[src/rtl/silly_func_pkg.sv]
// Shared types and constants for the silly_func_arbiter slice.
// Holds the FSM state encoding and the evaluated function's on-set.
package silly_func_pkg;

  typedef enum logic [1:0] {
    IDLE = 2'd0,
    EVAL = 2'd1,
    RESP = 2'd2
  } state_t;

  // Bit k is the function value for abc == k: on for 000, 100, 101.
  localparam logic [7:0] FUNC_ON_SET = 8'b0011_0001;

  function automatic logic func_y(input logic [2:0] abc);
    return FUNC_ON_SET[abc];
  endfunction

endpackage

[src/rtl/silly_func_arbiter_rr.sv]
// Combinational round-robin picker for silly_func_arbiter.
// Returns the first set req bit at or above ptr, wrapping modulo NREQ.
module rr_arbiter
  import silly_func_pkg::*;
#(
  parameter int NREQ = 3
) (
  input  logic [NREQ-1:0]         req,
  input  logic [$clog2(NREQ)-1:0] ptr,
  output logic [$clog2(NREQ)-1:0] win,
  output logic                    valid
);

  localparam int IW = $clog2(NREQ);

  always_comb begin
    win   = '0;
    valid = 1'b0;
    for (int k = 0; k < NREQ; k++) begin
      for (int i = 0; i < NREQ; i++) begin
        if (!valid && req[i] &&
            int'(ptr) + k == ((i < int'(ptr)) ? i + NREQ : i)) begin
          win   = IW'(i);
          valid = 1'b1;
        end
      end
    end
  end

endmodule

[src/rtl/silly_func_arbiter.sv]
// Round-robin shared evaluator of y = on-set(abc) over NREQ requesters.
// Define FUNC_STATS_EN to add the saturating hit_cnt port and counter.
module silly_func_arbiter
  import silly_func_pkg::*;
#(
  parameter int NREQ  = 3,
  parameter int CNT_W = 8
) (
  input  logic                    clk,
  input  logic                    rst_n,
  input  logic [NREQ-1:0]         req,
  input  logic [3*NREQ-1:0]       in_abc,
  output logic [NREQ-1:0]         gnt,
  output logic                    rsp_valid,
  output logic [$clog2(NREQ)-1:0] rsp_id,
  output logic                    rsp_y,
  output logic                    busy
`ifdef FUNC_STATS_EN
  ,
  output logic [CNT_W-1:0]        hit_cnt
`endif
);

  localparam int IW = $clog2(NREQ);

  if (NREQ < 2 || NREQ > 8 || CNT_W < 1) begin : g_bad_param
    $error("silly_func_arbiter: bad NREQ or CNT_W");
  end

  state_t          state_q;
  state_t          state_d;
  logic [IW-1:0]   ptr_q;
  logic [IW-1:0]   ptr_nxt;
  logic [IW-1:0]   win;
  logic            win_vld;
  logic [2:0]      abc_win;
  logic [2:0]      op_q;
  logic [IW-1:0]   id_q;
  logic [NREQ-1:0] gnt_d;
  logic            take;

  rr_arbiter #(
    .NREQ (NREQ)
  ) u_rr (
    .req   (req),
    .ptr   (ptr_q),
    .win   (win),
    .valid (win_vld)
  );

  assign take = (state_q == IDLE) && win_vld;
  assign busy = (state_q != IDLE);

  assign ptr_nxt = (win == IW'(NREQ - 1)) ? '0 : win + 1'b1;

  always_comb begin
    abc_win = '0;
    gnt_d   = '0;
    for (int i = 0; i < NREQ; i++) begin
      if (win == IW'(i)) begin
        abc_win  = in_abc[3*i +: 3];
        gnt_d[i] = take;
      end
    end
  end

  always_comb begin
    state_d = state_q;
    case (state_q)
      IDLE:    if (win_vld) state_d = EVAL;
      EVAL:    state_d = RESP;
      RESP:    state_d = IDLE;
      default: state_d = IDLE;
    endcase
  end

  always_ff @(posedge clk or negedge rst_n) begin
    if (!rst_n) state_q <= IDLE;
    else        state_q <= state_d;
  end

  // Operand is captured at the grant edge so later input changes are ignored.
  always_ff @(posedge clk or negedge rst_n) begin
    if (!rst_n) begin
      ptr_q     <= '0;
      op_q      <= '0;
      id_q      <= '0;
      gnt       <= '0;
      rsp_valid <= 1'b0;
      rsp_id    <= '0;
      rsp_y     <= 1'b0;
    end else begin
      gnt       <= gnt_d;
      rsp_valid <= 1'b0;
      rsp_id    <= '0;
      rsp_y     <= 1'b0;
      if (take) begin
        op_q  <= abc_win;
        id_q  <= win;
        ptr_q <= ptr_nxt;
      end
      if (state_q == EVAL) begin
        rsp_valid <= 1'b1;
        rsp_id    <= id_q;
        rsp_y     <= func_y(op_q);
      end
    end
  end

`ifdef FUNC_STATS_EN
  always_ff @(posedge clk or negedge rst_n) begin
    if (!rst_n)
      hit_cnt <= '0;
    else if (state_q == RESP && rsp_y && hit_cnt != '1)
      hit_cnt <= hit_cnt + 1'b1;
  end
`endif

endmodule

[config.mk]
export PLATFORM = sky130hd
export DESIGN_NAME = silly_func_arbiter
export DESIGN_NICKNAME = d
export VERILOG_FILES = /design/src/rtl/silly_func_pkg.sv /design/src/rtl/silly_func_arbiter_rr.sv /design/src/rtl/silly_func_arbiter.sv
export SDC_FILE = /design/constraint.sdc
export NUM_CORES = 1
export LEC_CHECK = 0
export BUFFER_PORTS_ARGS = -buffer_cell sky130_fd_sc_hd__buf_2
export CORE_MARGIN = 2
export CORE_UTILIZATION = 40
export DETAILED_ROUTE_END_ITERATION = 8
export PLACE_DENSITY = 0.72
export SLEW_MARGIN = 25
export SYNTH_ARGS = -nofsm -noshare
export SYNTH_HDL_FRONTEND = slang
export SYNTH_SLANG_ARGS = --single-unit
[constraint.sdc]
create_clock -name clk -period 1.6 [get_ports clk]
set_input_delay 0.32 -clock clk [delete_from_list [all_inputs] [get_ports clk]]
set_output_delay 0.32 -clock clk [all_outputs]
set_load 0.01 [all_outputs]
### Word-level counts from Yosys, hierarchy flattened

Memories as Yosys holds them, arrays and structs flattened.
Index checks and enable logic that the tools add are counted.

* flip-flop bits (word level): 16
* ROM bits: 8
* input bits: 14
* output and inout bits: 8
* memories kept: 1

Memory list
* (no name shown): words 8, width 1, rd ports 1, clocked after Yosys merged registers in 0, write ports 0, RTL line silly_func_pkg.sv:15 `return FUNC_ON_SET[abc];`

* add/subtract/negate cells: 3
* order comparisons: 4
* equality and inequality tests: 13
* multiplexer cells: 33
* reductions and logical operators: 29

Operators with widths (number)
* $eq A32 B32 Y1: 6
* $mux W2: 11
* $logic_and A1 B1 Y1: 18
* $mux W1: 16
* $mux W3: 5
* $logic_not A1 Y1: 8
* $eq A2 B3 Y1: 2
* $eq A2 B1 Y1 const B: 2
* $logic_not A2 Y1: 2
* $lt A1 B2 Y1 const A: 2
* $lt A3 B4 Y1 const B: 1
* $pmux W2 S2: 1
* $add A2 B1 Y3 const B: 1
* $add A2 B2 Y3 const B: 1
* $add A2 B1 Y2 const B: 1
* $eq A2 B2 Y1: 1
* $eq A2 B2 Y1 const B: 1
* $lt A2 B2 Y1 const A: 1
* $ne A2 B2 Y1 const B: 1
* $reduce_bool A2 Y1: 1

### Depth between registers and ports, before layout

* word-level depth: 41
* depth in mapped cells: 8
* mapped depth without buffers: 7

### Modules after synthesis

From an unflattened synthesis, not the netlist that was laid out.

* cells, all modules: 69
* area, all modules: 767.0 um^2

By module, submodules not included
* silly_func_arbiter: instances 1, cells an instance 53, area each 651.9 um^2
* rr_arbiter: instances 1, cells an instance 16, area each 115.1 um^2

### Least setup slack after synthesis

OpenSTA, ideal clock, no wires.

* path type: reg2reg
* start point: register ptr_q[0]
* end point: register op_q[0]
* data arrival time: 1.511 ns
* setup slack: -0.049 ns
* cell stages (with the launch flop): 7
* period minus slack after synthesis: 1.649 ns
* path through: dfrtp_1 inv_1 ha_1 o21bai_1 a211oi_1 nand2b_1 a41oi_2

* longest elaborated chain between the ends: 41

RTL lines
* from (decl): RTL line silly_func_arbiter.sv:32 `logic [IW-1:0] ptr_q;`
* from (signal assigned): RTL line silly_func_arbiter.sv:100 `ptr_q <= ptr_nxt;`
* $lt A1 B2 Y1: RTL line silly_func_arbiter_rr.sv:22 `int'(ptr) + k == ((i < int'(ptr)) ? i + NREQ : i)) begin`
* $mux W2: RTL line silly_func_arbiter_rr.sv:22
* $eq A2 B2 Y1: RTL line silly_func_arbiter_rr.sv:22
* $logic_and A1 B1 Y1: RTL line silly_func_arbiter_rr.sv:21 `if (!valid && req[i] &&`
* $mux W1: RTL line silly_func_arbiter_rr.sv:21
* $logic_not A1 Y1: RTL line silly_func_arbiter_rr.sv:21
* $logic_and A1 B1 Y1 (2 in a row): RTL line silly_func_arbiter_rr.sv:21
* $mux W1: RTL line silly_func_arbiter_rr.sv:21
* [20 not listed]
* $logic_not A1 Y1: RTL line silly_func_arbiter_rr.sv:21
* $logic_and A1 B1 Y1 (2 in a row): RTL line silly_func_arbiter_rr.sv:21
* $mux W1: RTL line silly_func_arbiter_rr.sv:21
* $logic_not A1 Y1: RTL line silly_func_arbiter_rr.sv:21
* $logic_and A1 B1 Y1 (2 in a row): RTL line silly_func_arbiter_rr.sv:21
* $mux W2: RTL line silly_func_arbiter_rr.sv:21
* $logic_not A2 Y1: RTL line silly_func_arbiter.sv:60 `if (win == IW'(i)) begin`
* $mux W3 (3 in a row): RTL line silly_func_arbiter.sv:60
* to (signal assigned): RTL line silly_func_arbiter.sv:98 `op_q <= abc_win;`
* to (decl): RTL line silly_func_arbiter.sv:37 `logic [2:0] op_q;`

Several ways; a longest one is shown, not always the timed one.
A chain may end at the register's enable or synchronous reset.

### Worst setup path in the final report

Same ends and word-level chain as after synthesis.

==> results.txt <==
Status -> finished, violations left
Failing checks -> negative setup slack
# IOs -> 22
Cell variety after synth -> 26
Hold Path End -> op_q[2]$_DFFE_PN0P_
First-pass GRT wire length -> 2660 µm
Number of global-route vias before repair -> 602
Slew margin rel. -> 76.9%
Commonest cells after routing, fill and taps aside -> buf_2, dfrtp_1, nand2b_1
Primary FF master, synth -> dfrtp_1
Commonest non-fill, non-tap cell in the layout -> buf_2
# setup viols final -> 3
Rows -> 16
CORE AREA -> 1940 µm²
RR Startpoint -> ptr_q[0]$_DFFE_PN0P_
Worst-skew pair later-pin latency -> 0.28 ns
Root Buffer -> clkbuf_4
Pwr dens -> 1950 nW/µm²
Minimum clock period -> 1.62 ns
Worst clock skew -> 0.00233 ns
MaxCap Viol Count -> 0
Synthesized flop and latch total -> 16
GRT Overall Usage -> 14.7%
CTS sink cnt -> 16
Compound-cell area share of the yosys netlist -> 20.9%
Routed WL -> 1610 µm
Die ar. -> 2410 µm²
Yosys synthesis warning count -> 0
Adder-cell area share of the yosys netlist -> 3.08%
Vias per inst -> 5.04
Die width -> 49.1 µm
Vias -> 630
Leak Pwr -> 0.495 nW
CP Max Fanout -> 7
Hold Path Origin -> in_abc[5]
R2R depth -> 7
Total power -> 2.05 mW
I/O Buffers -> 21
Cell count after synthesis -> 71
Die H -> 49.1 µm
Clock slew at reported path FFs -> 0.09 ns
Synth Area in Simple Gates -> 21.5%
RSZ-0062 raised after global routing -> yes
RePlAce Congestion -> 0.787
CTS buffer count -> 3
Dpl ws -> -0.0831 ns
Synth Area per Inst -> 11.5 µm²
Post-route setup slack -> -0.0191 ns
Post-route core utilization -> 54.1%
Max Buffers Root-to-Sink -> 2
Critical-path top delay cell -> or3_4
Post-synthesis sequential area ratio -> 49.2%
Fin Setup TNS -> -0.0467 ns
EDFF count, synth -> 0
Antenna cells -> 0
Grt ovf -> 0
Crit-path max cell delay -> 0.47 ns
DRT iter0 DRCs -> 4
WHS Path Cells -> 3
Peak VDD IR -> 0.848 mV
Largest net degree at the start of global routing -> 17
Syn-to-layout area delta -> 29.2%
Initial antenna violation count -> 0
CP required -> 1.80 ns
Pins Over Slew Limit -> 0
Post-synth ARST share -> 100%
CP Launch Type -> register
Period utilization -> 101%
Fmax achieved -> 0.618 GHz
Setup crit end kind -> register
Mapped cell area -> 813 µm²
Crit-path cells -> inv_2 -> ha_4 -> nor3_4 -> or3_4 -> clkinv_8 -> nor2_2 -> a41oi_2
Antenna Nets Post-Route -> 0
Hold Path Class -> in2reg
Drt pass-1 iters -> 2
XOR/XNOR share of the synthesized area -> 0%
Reg2Reg Setup Slack -> -0.02 ns
Share of layout cells above drive strength 1 -> 45.9%
R2R Path End -> op_q[0]$_DFFE_PN0P_
Hold Vio Cnt, Final -> 0
CTS tree -> yes
CP Class -> reg2reg
Detailed Place HPWL -> 1220 µm
Largest family of logic cells by synthesized area -> simple AND/OR/NAND/NOR gates
H-tree depth -> 1
Slew of the pin with the lowest slew margin -> 0.346 ns
Nets -> 116
DRC Markers -> 0
Syn Nets -> 87
Mux cell area share after synthesis -> 0%
Wirelength per Cell -> 12.8 µm
Starting Density -> 41.9%
Worst path arrival time -> 1.82 ns
-- flip-flops by register name (all words and copies together) (netlist names) --
register   cells
rsp_y          1
gnt            3
rsp_valid      1
op_q           3
ptr_q          2
rsp_id         2
id_q           2
state_q        2
-- cell usage after synthesis (2+ instances only) --
master     count  share of area [%]
dfrtp_1       16                 49
nor3_1         2                1.2
ha_1           2                3.1
inv_1          4                1.8
nand2b_1       7                5.4
a21o_1         4                3.7
nor2_2         4                3.1
nor2_1         4                1.8
o21ai_0        3                1.8
o2111ai_1      3                3.2
a41oi_2        3                6.0
nor2b_1        2                1.5
and2_1         4                3.1
-- worst max-delay path, delay by kind of cell (launching register included) --
family	cells	cell delay, ns
simple gates	3	0.56
flops	1	0.40
fa+ha+maj	1	0.30
buf+inv	2	0.15
compound gates	1	0.13
-- how the worst max path moves through the flow --
| stage | endpoint | from | slack [ns] |
|---|---|---|---|
| 2_1_floorplan | op_q[1]$_DFFE_PN0P_ | ptr_q[0]$_DFFE_PN0P_ | 0.05 |
| 3_3_place_gp | op_q[0]$_DFFE_PN0P_ | ptr_q[0]$_DFFE_PN0P_ | -0.09 |
| 3_5_place_dp | op_q[2]$_DFFE_PN0P_ | ptr_q[0]$_DFFE_PN0P_ | -0.08 |
| 4_1_cts | op_q[0]$_DFFE_PN0P_ | ptr_q[0]$_DFFE_PN0P_ | -0.03 |
| 5_1_grt | op_q[2]$_DFFE_PN0P_ | ptr_q[1]$_DFFE_PN0P_ | -0.10 |
| 6_report | op_q[0]$_DFFE_PN0P_ | ptr_q[0]$_DFFE_PN0P_ | -0.02 |
-- kinds of logic after synthesis --
family / after synthesis
flops: 16
buf+inv: 6
simple gates: 28
compound gates: 19
fa+ha+maj: 2
-- per-stage QoR --
step	cell area, µm²	hold WS (ns)	std cells
2_1_floorplan	836	0.0244	71
3_3_place_gp	978	0.243	120
3_5_place_dp	978	0.252	120
4_1_cts	1020	0.326	124
5_1_grt	1050	0.335	125
6_report	1050	0.333	125
-- cell type report --
class / count / area (µm²)
multi-input combinational: 49 / 424
clock buffer: 3 / 22.5
timing repair buffer: 25 / 138
sequential: 16 / 402
inverter: 5 / 31.3
fill: 190 / 891
tap: 27 / 33.8
-- per-layer routing --
metal | wire [µm] | part of all wire [%] | global-route usage, %
met3 | 54 | 3.4 | 3.07
met2 | 795 | 50 | 23.0
met5 | 0 | 0 | 0
met4 | 0 | 0 | 4.29
met1 | 756 | 47 | 20.4
-- report_power, final --
part | total [mW] | switching, mW | internal, mW
Combinational | 1.20 | 0.627 | 0.568
Clock | 0.203 | 0.116 | 0.0871
Sequential | 0.656 | 0.0893 | 0.567
-- what timing repair did --
item                                    4_1_cts  5_1_grt
pin swaps                                     1        6
gates resized for setup                       2        5
hold buffers                                  1        0
setup buffers                                 0        1
endpoints found under the setup margin        7        8
hold endpoints to repair                     16        0
Power figures use the tool's default switching activity.
